[config.mk]
export PLATFORM = sky130hd
export DESIGN_NAME = output_drain_ctrl
export DESIGN_NICKNAME = d
export VERILOG_FILES = /design/src/rtl/output_drain_ctrl.sv
export SDC_FILE = /design/constraint.sdc
export NUM_CORES = 1
export LEC_CHECK = 0
export CAP_MARGIN = 20
export CORE_AREA = 8 8 311 313
export DETAILED_ROUTE_END_ITERATION = 12
export DIE_AREA = 0 0 319 321
export PLACE_DENSITY = 0.41
export SYNTH_ARGS = -nofsm -noshare
export SYNTH_HDL_FRONTEND = slang
export SYNTH_SLANG_ARGS = --single-unit
[constraint.sdc]
create_clock -name clk -period 14.6 [get_ports clk]
set_input_delay 2.92 -clock clk [delete_from_list [all_inputs] [get_ports clk]]
set_output_delay 2.92 -clock clk [all_outputs]
set_load 0.1 [all_outputs]
[src/rtl/output_drain_ctrl.sv]
// Output-stationary array drain: captures the bottom-row result bus, writes it to BRAM,
// then shifts the array south one row, repeating until every row has been written.
module output_drain_ctrl #(
    parameter int DW        = 16,
    parameter int Dimension = 16,
    parameter int ADDR_W    = 10,
    parameter int EJECT_LAT = 1
) (
    input  logic                        clk,
    input  logic                        rst,
    input  logic                        start,
    input  logic [ADDR_W-1:0]           base_addr,
    output logic                        busy,
    output logic                        done,
    output logic [Dimension-1:0]        output_eject_ctrl,
    output logic [Dimension*Dimension-1:0] en_out,
    input  logic [DW*Dimension-1:0]     array_out,
    output logic                        bram_we,
    output logic [ADDR_W-1:0]           bram_addr,
    output logic [DW*Dimension-1:0]     bram_wdata,
    input  logic                        bram_ready
);

    localparam int ROW_W    = (Dimension > 1) ? $clog2(Dimension) : 1;
    localparam int WAIT_W   = $clog2(EJECT_LAT + 1);
    localparam int ROW_BITS = DW * Dimension;
    localparam logic [ROW_W-1:0]  LAST_ROW = ROW_W'(Dimension - 1);
    localparam logic [WAIT_W-1:0] LAT_LOAD = WAIT_W'(EJECT_LAT);

    typedef enum logic [2:0] {
        S_IDLE,
        S_CAPTURE,
        S_WRITE,
        S_SHIFT,
        S_WAIT,
        S_DONE
    } state_t;

    state_t              state_reg, state_next;
    logic [ROW_W-1:0]    row_cnt_reg, row_cnt_next;
    logic [WAIT_W-1:0]   wait_cnt_reg, wait_cnt_next;
    logic [ADDR_W-1:0]   addr_reg, addr_next;
    logic [ROW_BITS-1:0] wdata_reg, wdata_next;
    logic                shift;

    always_ff @(posedge clk or negedge rst) begin
        if (!rst) begin
            state_reg    <= S_IDLE;
            row_cnt_reg  <= '0;
            wait_cnt_reg <= '0;
            addr_reg     <= '0;
            wdata_reg    <= '0;
        end else begin
            state_reg    <= state_next;
            row_cnt_reg  <= row_cnt_next;
            wait_cnt_reg <= wait_cnt_next;
            addr_reg     <= addr_next;
            wdata_reg    <= wdata_next;
        end
    end

    always_comb begin
        state_next    = state_reg;
        row_cnt_next  = row_cnt_reg;
        wait_cnt_next = wait_cnt_reg;
        addr_next     = addr_reg;
        wdata_next    = wdata_reg;
        busy          = 1'b0;
        done          = 1'b0;
        bram_we       = 1'b0;
        shift         = 1'b0;

        case (state_reg)
            S_IDLE: begin
                if (start) begin
                    addr_next    = base_addr;
                    row_cnt_next = '0;
                    state_next   = S_CAPTURE;
                end
            end
            S_CAPTURE: begin
                busy       = 1'b1;
                wdata_next = array_out;
                state_next = S_WRITE;
            end
            S_WRITE: begin
                busy    = 1'b1;
                bram_we = 1'b1;
                // Address and data registers only move on acceptance, so a stall holds them.
                if (bram_ready) begin
                    if (row_cnt_reg == LAST_ROW) begin
                        state_next = S_DONE;
                    end else begin
                        row_cnt_next = row_cnt_reg + 1'b1;
                        addr_next    = addr_reg + 1'b1;
                        state_next   = S_SHIFT;
                    end
                end
            end
            S_SHIFT: begin
                busy          = 1'b1;
                shift         = 1'b1;
                wait_cnt_next = LAT_LOAD;
                state_next    = S_WAIT;
            end
            S_WAIT: begin
                busy = 1'b1;
                if (wait_cnt_reg != '0) begin
                    wait_cnt_next = wait_cnt_reg - 1'b1;
                end
                if (wait_cnt_reg <= WAIT_W'(1)) begin
                    state_next = S_CAPTURE;
                end
            end
            S_DONE: begin
                done       = 1'b1;
                state_next = S_IDLE;
            end
            default: begin
                state_next = S_IDLE;
            end
        endcase
    end

    assign output_eject_ctrl = {Dimension{shift}};
    assign en_out            = {(Dimension * Dimension){shift}};
    assign bram_addr         = addr_reg;
    assign bram_wdata        = wdata_reg;

endmodule

**After elaboration in Yosys (flattened, before gate mapping)**

Index checks and enable logic that the tools add are counted.

- $lt $le $gt $ge: 1
- Multiplexer cells: 19
- Divide/modulo/power cells: 0
- $add $sub $neg: 3
- Eq/ne operators: 10
- Reductions and logical operators: 6
- Multiply operators: 0
- Shift operators: 0
- Bitwise logic cells: 0

Operators by type and width:

| kind | count |
|---|---|
| 10-bit 2-to-1 mux | 3 |
| 10-bit case mux with 2 select lines | 1 |
| 3-bit case mux with 5 select lines | 1 |
| 3-bit 2-to-1 mux | 4 |
| 4-bit 2-to-1 mux | 3 |
| 10-bit by 1-bit adder with 10-bit output (second input constant) | 1 |
| 2-bit != test (second input constant) | 4 |
| 4-bit case mux with 2 select lines | 1 |
| 3-bit by 2-bit == test with 1-bit output (second input constant) | 2 |
| 3-bit == test (second input constant) | 2 |
| 1-bit 2-to-1 mux | 5 |
| 4-bit by 1-bit adder with 4-bit output (second input constant) | 1 |
| 4-bit == test (second input constant) | 1 |
| 4-bit AND reduction | 1 |
| 2-bit nonzero test | 2 |
| 4-bit OR reduction | 1 |
| 3-bit by 1-bit == test with 1-bit output (second input constant) | 1 |
| 3-bit zero test | 1 |
| 3-bit AND reduction | 1 |
| 1-bit case mux with 2 select lines | 1 |
| 1-bit <= comparator (second input constant) | 1 |
| 1-bit subtractor (second input constant) | 1 |

- Memories kept: 0
- Latch bits: 0
- ROM bits: 0
- Logic and storage cells: 44
- Input bits: 270
- Register bits: 274
- Bits in writable memories: 0

**Logic depth before layout (Yosys ltp)**

Gate-level depths: netlist of run 1.

- Depth after elaboration: 4
- Mapped depth: 9

**Worst setup path after synthesis of run 1**

OpenSTA, ideal clock, no wires.

- Kind: register to output
- From: reg state_reg[2]
- To: out en_out[0]
- Required time: 11680 ps
- Arrival: 6035 ps
- Path buffers: 2
- Slack: 5645 ps
- Cell stages (with the launch flop): 5
- Cell sequence: dfrtp_1 buf_6 inv_1 and3_1 buf_4

- Word-level cells in the longest chain between the ends: 2

RTL lines:

| item | RTL line | text |
|---|---|---|
| start, declared | 39 | `state_t state_reg, state_next;` |
| start signal, assigned | 54 | `state_reg <= state_next;` |
| 3-bit by 2-bit == test with 1-bit output | 73 | `case (state_reg)` |
| 1-bit 2-to-1 mux | 73 |  |
| end, declared | 16 | `output logic [Dimension*Dimension-1:0] en_out,` |

Every way passes these cells.

**Final worst setup path of run 1**

- From: reg state_reg[2]
- To: out en_out[237]

Same word-level chain as after synthesis.

==> results summary, run 1 <==
The run finished with clean final reports. The overall global routing resource usage is ~8.4%. The average wire per cell in the routed design is about 17 um. The area fraction of the dominant cell type after synthesis is a little over half. The clock insertion delay at the later pin of the skew report came out at 570 ps. The starting utilization of the core area came out at 13.6%.

STA puts the critical path data required time at approximately 12000 ps. The most area-hungry cell type in the Yosys netlist is sky130_fd_sc_hd__dfrtp_1. The max-capacitance violation count came out at 0. Clock-pin slew was measured on the worst setup and hold paths at 60 ps. Synthesis inferred roughly 270 register bits. Setup violations remaining at the end of the flow were counted as 0. The via count of the first global-routing pass is 9389.

The count of TritonRoute iterations in the first routing pass came out at 4. The number of vias after detailed routing is between 8000 and 9000. The count of buffers from port buffering is 810. Once the clock tree was built, the setup fixing pass inserted 0 buffers. The mean instance size in the synthesized netlist came out at 13.5 um2. In this run the horizontal extent of the chip is between 300 and 400 um. At the pin with the least slew margin, the transition time is 1110 ps. The number of flip-flops under the largest register name came out at 256.

The area added between synthesis and finish came out at 69.4%. The wire length of the first global-routing pass came out at 65.8 mm. Entering global routing, the biggest net connects around 160 pins.

The clock arrives with about 27 ps of skew. Among all flip-flop cells after synthesis, the most frequent one is sky130_fd_sc_hd__dfrtp_1. The initial antenna violation count was 2. Summing all multi-input logic gate instances after layout gives roughly 3400 um2. The fraction of registers with async set or reset after synthesis came out at 100%. The number of nets with antenna violations after routing came out at 0. The synthesized net count came out at roughly 1200.

The CTS H-tree depth came out at 2. The sequential area share after synthesis came out at between 50% and 60%. The worst relative slew slack came out at between 20% and 30%.

Static timing analysis puts the maximum clock frequency at between 100 and 150 MHz. The final routed wirelength across all metal layers is around 46 mm. The number of ports placed on the die boundary came out at just over 800. The number of rows created at floorplan is around 110. The number of clock buffers added by TritonCTS is 37. The clock tree buffer depth is 3.

The fraction of layout cells with a size suffix above 1 is between 20% and 30%. Dividing the final minimum period by the clock period gives approximately half. Registers take 6830 um2. In the routed design, unresolved DRC markers number 0. In this run, post-CTS hold repair placed 0 buffers. The core footprint is a little over 90000 um2. The data arrival at the endpoint of the critical path is around 4300 ps. The vertical extent of the die is 321 um. The count of pins over their slew limit is 0. The peak fanout along the critical path came out at between 100 and 150. The number of distinct library cells after synthesis came out at between 40 and 50. After layout, the minimum clock period comes to about 7000 ps. The number of fillers in the final layout came out at slightly below 10000. The warning count from the yosys run is 0.

The library cell used as clock root buffer is sky130_fd_sc_hd__clkbuf_16. The clock net in this run drives a total of around 270 sinks. The congestion estimate from routability-driven global placement came to 0.732. The post-detailed-route via-to-cell ratio came out at ~3.2. Ranked by total cell area, the synthesized netlist is headed by sky130_fd_sc_hd__dfrtp_1 (55%), sky130_fd_sc_hd__mux2_2 (23%), sky130_fd_sc_hd__buf_4 (16%). The area enclosed by the die boundary is 102000 um2.

The kind of path behind the tightest hold check is flip-flop to flip-flop. The core occupancy in the finished layout is 23.0%. After the first detailed-routing iteration, the DRC count stood at 270. Setup repair after global routing left no endpoint under its margin. Gates resized during post-CTS repair numbered 0. The count of mapped cells out of synthesis came out at 926. After routing, the total negative slack on setup checks comes to 0 ps. The type of the worst setup path is flip-flop to output port. The number of endpoints with negative hold slack in the final report was 0. The cell area after technology mapping is about 13000 um2. The clock tree from TritonCTS is built. STA classifies the critical path endpoint as an output port.

The count of flip-flops with a built-in enable after synthesis is 0. The HPWL reported at the end of detailed placement came out at 35.4 mm. STA classifies the critical path startpoint as a flip-flop. The number of nets in the final layout came out at roughly 1700. The aggregate global routing overflow is 0.
[stage by stage]
step	setup slack, ps	instance area [um2]	instances	hold WS [ps]
after CTS	6930	21200	2696	506
after floorplan	5650	12500	926	466
after global placement	7860	20000	2633	488
final	7430	21200	2698	502
after global routing	7150	21200	2698	519
after detailed placement	7640	20000	2633	492
[critical path, stage by stage, from the launching register on]
cell                              delay, ps
sky130_fd_sc_hd__dfrtp_1                500
sky130_fd_sc_hd__inv_1                  160
sky130_fd_sc_hd__and3_4                 850
sky130_fd_sc_hd__buf_4                  470
sky130_fd_sc_hd__buf_16                 350
sky130_fd_sc_hd__clkdlybuf4s50_1       1230
[final cells by class]
type,count,area share (%)
clock inverters,8,0.684
flip-flops and latches,273,32.2
well taps,1197,7.06
multi-input cells,342,16.2
inverters,3,0.0589
clock buffers,55,5.16
diodes,1,0.0118
repair buffers,819,38.6
[placed cells by master, fill, tap and decap left out, types with 2 or more instances in the layout]
cell | synthesis | routed
sky130_fd_sc_hd__buf_4 | 274 | 9
sky130_fd_sc_hd__clkdlybuf4s50_1 | 0 | 808
sky130_fd_sc_hd__nand2_1 | 12 | 12
sky130_fd_sc_hd__clkinv_2 | 1 | 3
sky130_fd_sc_hd__clkbuf_8 | 0 | 8
sky130_fd_sc_hd__nand4_1 | 2 | 2
sky130_fd_sc_hd__mux2_2 | 256 | 256
sky130_fd_sc_hd__or3_1 | 2 | 2
sky130_fd_sc_hd__inv_1 | 2 | 2
sky130_fd_sc_hd__ha_1 | 2 | 2
sky130_fd_sc_hd__and3_1 | 3 | 2
sky130_fd_sc_hd__o21ai_0 | 8 | 8
sky130_fd_sc_hd__dfrtp_1 | 273 | 273
sky130_fd_sc_hd__o22ai_1 | 3 | 3
sky130_fd_sc_hd__nand3_1 | 8 | 8
sky130_fd_sc_hd__a2bb2oi_1 | 2 | 2
sky130_fd_sc_hd__clkbuf_16 | 0 | 38
sky130_fd_sc_hd__a21oi_2 | 4 | 4
sky130_fd_sc_hd__nor2_1 | 7 | 6
sky130_fd_sc_hd__clkbuf_1 | 1 | 9
sky130_fd_sc_hd__a21oi_1 | 10 | 10
sky130_fd_sc_hd__bufinv_16 | 0 | 3
[cell families after synthesis]
group           after synthesis  share of synthesized area [%]
xor+xnor                      1                         0.0699
fa+ha+maj                     2                          0.200
compound gates               39                           2.22
simple gates                 43                           1.83
flops                       273                           54.5
buf+inv                     311                           18.1
mux                         257                           23.1
[per-layer routing]
layer	global-route usage (%)	routed length, um	vias up
met4	3.48	1440	2
met2	15.5	24100	449
met3	4.13	5400	67
met1	7.92	15400	4224
li1	-	-	3987
met5	0	13	-
[cell usage after synthesis (all sizes together) (2+ instances only)]
library cell and count:
a21oi 14, a2bb2oi 2, a31o 2, a31oi 2, and3 3, buf 307
dfrtp 273, ha 2, inv 2, mux2 256, nand2 12, nand3 8
nand4 2, nor2 8, o21ai 8, o22ai 3, or3 2
[worst paths after layout]
kind	start	endpoint	slack (ps)	cells after the start
worst min register to register	row_cnt_reg[1]	row_cnt_reg[1]	500	2
worst max register to register	state_reg[1]	bram_wdata[28]	10930	5
max in group asynchronous	rst	bram_addr[0]	10020	3
min in group asynchronous	rst	bram_wdata[177]	2430	1
worst min-delay path	row_cnt_reg[1]	row_cnt_reg[1]	500	2
worst max-delay path	state_reg[2]	en_out[237]	7430	5
Power of run 1 is not shown: default switching activity piles up to over one toggle a cycle in this logic, so the estimate is an artifact.
==> run 2, diff against run 1 <==
CORE_AREA = 8 8 314 316   (was 8 8 311 313)
DIE_AREA = 0 0 322 324   (was 0 0 319 321)
PLACE_DENSITY = 0.4   (was 0.41)
clock period = 7.2 ns   (was 14.6 ns; I/O delays follow)
==> results summary, run 2 (synthesized netlist as in run 1, its figures left out) <==
Run status: complete, no violations (unchanged). The summed area of non-filler cells in the final layout was 21400 um2 (was 21200 um2). The number of cell instances on the worst register-to-register path was 5 (unchanged). The actual transition at the worst max-transition pin is 1130 ps (was 1110 ps). The aggregate global routing overflow is 0 (unchanged). The master of the slowest instance on the critical path is sky130_fd_sc_hd__clkdlybuf4s50_1 (unchanged). The count of pins over their slew limit is 0 (unchanged).

The critical path buffer and inverter count came to 4 (unchanged). The count of buffers from port buffering came out at 810 (unchanged). The post-route non-filler standard cell count came to 2775 (was 2698). The number of buffers inserted for hold repair after clock tree synthesis is 0 (unchanged). The overall global routing resource usage came out at 8.50% (was 8.42%). The TritonCTS buffer count came to 38 (was 37). The worst-case setup margin in the final layout is 1700 ps (was 7430 ps). The starting utilization of the core area is 13.3% (was 13.6%). Setup repair after global routing missed its margin: no (unchanged). The CTS H-tree depth is 2 (unchanged). The delay of the slowest critical-path stage is 1300 ps (was 1230 ps). The clock transition at the registers of the reported paths is 50 ps (was 60 ps).

The top cell family by delay on the critical path is buffers and inverters (unchanged). The final setup TNS came to 0 ps (unchanged). The startpoint kind of the worst setup timing path is a flip-flop (unchanged). After layout, the minimum clock period comes to approximately 5500 ps. The worst path required time came to 5760 ps (was 11680 ps). The clock tree from TritonCTS is built (unchanged). The fraction of layout cells with a size suffix above 1 is 22.6% (was 22.3%). The maximum clock skew at final layout is 19.7 ps (was 27.5 ps). The average wire per cell in the routed design is 17.4 um (was 17.2 um). The worst relative slew slack is 24.5% (was 26.0%). The endpoint type of the worst setup path is an output port (unchanged). The final-report setup violation count came to 0 (unchanged).

The residual DRC count is 0 (unchanged). The maximum clock frequency came out at roughly 180 MHz. The clock tree buffer depth came out at 3 (unchanged).

The number of nets in the final layout came out at 1749 (was 1748). The area added between synthesis and finish was 70.8% (was 69.4%). The number of nets with antenna violations after routing is 0 (unchanged). The routability congestion estimate from global placement is 0.729 (was 0.732). The wire length of the first global-routing pass came out at 67.2 mm (was 65.8 mm). The die width came out at 322 um (was 319 um). The peak fanout along the critical path came out at 119 (was 121).

The area enclosed by the die boundary is 104000 um2 (was 102000 um2). The clock insertion delay at the later pin of the skew report was 570 ps (about the same). The number of setup buffers added after CTS came out at 0 (unchanged). The worst min-delay path startpoint was bram_wdata[98] (was row_cnt_reg[1]). The kind of path behind the tightest hold check was flip-flop to flip-flop (unchanged).

The post-detailed-route via-to-cell ratio is 3.18 (was 3.24). The core footprint came out at 93900 um2 (was 92200 um2). The count of TritonRoute iterations in the first routing pass came out at 4 (unchanged). The number of flip-flops under the largest register name is 256 (unchanged). The via count of the first global-routing pass was 9560 (was 9389). The most frequent standard cell in the layout excluding fill and tap cells is sky130_fd_sc_hd__clkdlybuf4s50_1 (unchanged). The final routed wirelength across all metal layers is 48.3 mm (was 46.3 mm). The count of cells along the worst hold path is 1 (was 2). The number of rows created at floorplan came out at 113 (was 112). The first-iteration detailed-routing DRC count came to 239 (was 270). The reg-to-reg setup timing slack is 4250 ps (was 10930 ps). The total number of clock tree sinks came to 273 (unchanged).

The end point of the worst hold path is bram_wdata[98] (was row_cnt_reg[1]). The data arrival at the endpoint of the critical path came out at 4060 ps (was 4250 ps). The number of cells after detailed placement came out at 2701 (was 2633). The initial antenna violation count came out at 13 (was 2). The vertical extent of the die is 324 um (was 321 um).

The pre-CTS worst setup slack was 1880 ps (was 7640 ps). The number of endpoints with negative hold slack in the final report is 0 (unchanged). The post-route clock period utilization came out at around three quarters. The type of the worst setup path is flip-flop to output port (unchanged). The number of ports placed on the die boundary is 811 (unchanged).

The number of vias after detailed routing was 8816 (was 8729). Ordered cell list for the critical path: inv_1, and3_4, buf_16, buf_4, clkdlybuf4s50_1 (was inv_1, and3_4, buf_4, buf_16, clkdlybuf4s50_1). Commonest cells after routing, fill and taps aside: sky130_fd_sc_hd__clkdlybuf4s50_1 (807), sky130_fd_sc_hd__dfrtp_1 (273), sky130_fd_sc_hd__mux2_2 (256), sky130_fd_sc_hd__clkbuf_16 (39), sky130_fd_sc_hd__nand2_1 (12) (was sky130_fd_sc_hd__clkdlybuf4s50_1 (808), sky130_fd_sc_hd__dfrtp_1 (273), sky130_fd_sc_hd__mux2_2 (256), sky130_fd_sc_hd__clkbuf_16 (38), sky130_fd_sc_hd__nand2_1 (12)). The placed instance area came to 20100 um2 (was 20000 um2).

The post-cts repair resize count came to 0 (unchanged). The library cell used as clock root buffer is sky130_fd_sc_hd__clkbuf_16 (unchanged). The destination of the worst register-to-register timing path is bram_wdata[40] (was bram_wdata[28]).

The HPWL reported at the end of detailed placement is 37.1 mm (was 35.4 mm). The largest net degree at the start of global routing came out at 148 (was 156). The max-capacitance violation count came out at 0 (unchanged). The origin of the critical flop-to-flop path is state_reg[1] (unchanged).
[run 2: cell types whose count changed in the layout (fill, tap and decap cells not counted), sizes merged]
| cell | delta |
|---|---|
| clkdlybuf4s50 | -1 |
| clkbuf | +2 |
| buf | +1 |
| diode | +6 |
| inv | +1 |
[run 2: how the worst max path moves through the flow]
stage | cells past startpoint | from | to
2_1_floorplan | 4 | state_reg[2] | en_out[0]
3_3_place_gp | 4 | state_reg[2] | en_out[21]
3_5_place_dp | 4 | state_reg[2] | output_eject_ctrl[1]
4_1_cts | 4 | state_reg[2] | output_eject_ctrl[1]
5_1_grt | 5 | state_reg[2] | en_out[50]
6_report | 5 | state_reg[2] | output_eject_ctrl[1]
[run 2: cell type report]
cell class | count | area, um2
fill | 10100 | 72500
timing repair buffer | 819 | 8230
sequential | 273 | 6830
multi-input combinational | 342 | 3450
tap | 1265 | 1580
clock buffer | 57 | 1130
clock inverter | 9 | 139
antenna | 7 | 17.5
inverter | 3 | 12.5
[run 2: metrics by stage]
step | util, % | hold WS [ps]
2_1_floorplan | - | 466
3_3_place_gp | 21.4 | 485
3_5_place_dp | 21.4 | 494
4_1_cts | 22.7 | 507
5_1_grt | 22.8 | 515
6_report | 22.8 | 501
[run 2: worst register-to-register path, cell delays in order (launching register included)]
cell and delay (ps):
sky130_fd_sc_hd__dfrtp_1 470, sky130_fd_sc_hd__nand2b_1 260, sky130_fd_sc_hd__nor2_4 270, sky130_fd_sc_hd__buf_4 500, sky130_fd_sc_hd__buf_4 870, sky130_fd_sc_hd__mux2_2 470
[run 2: layer usage]
metal,track usage [%],part of all wire [%]
met4,3.09,3.0
met2,15.0,50
met3,5.44,15
met1,7.87,32
met5,0,0.15
Power of run 2 is left out for the same reason.
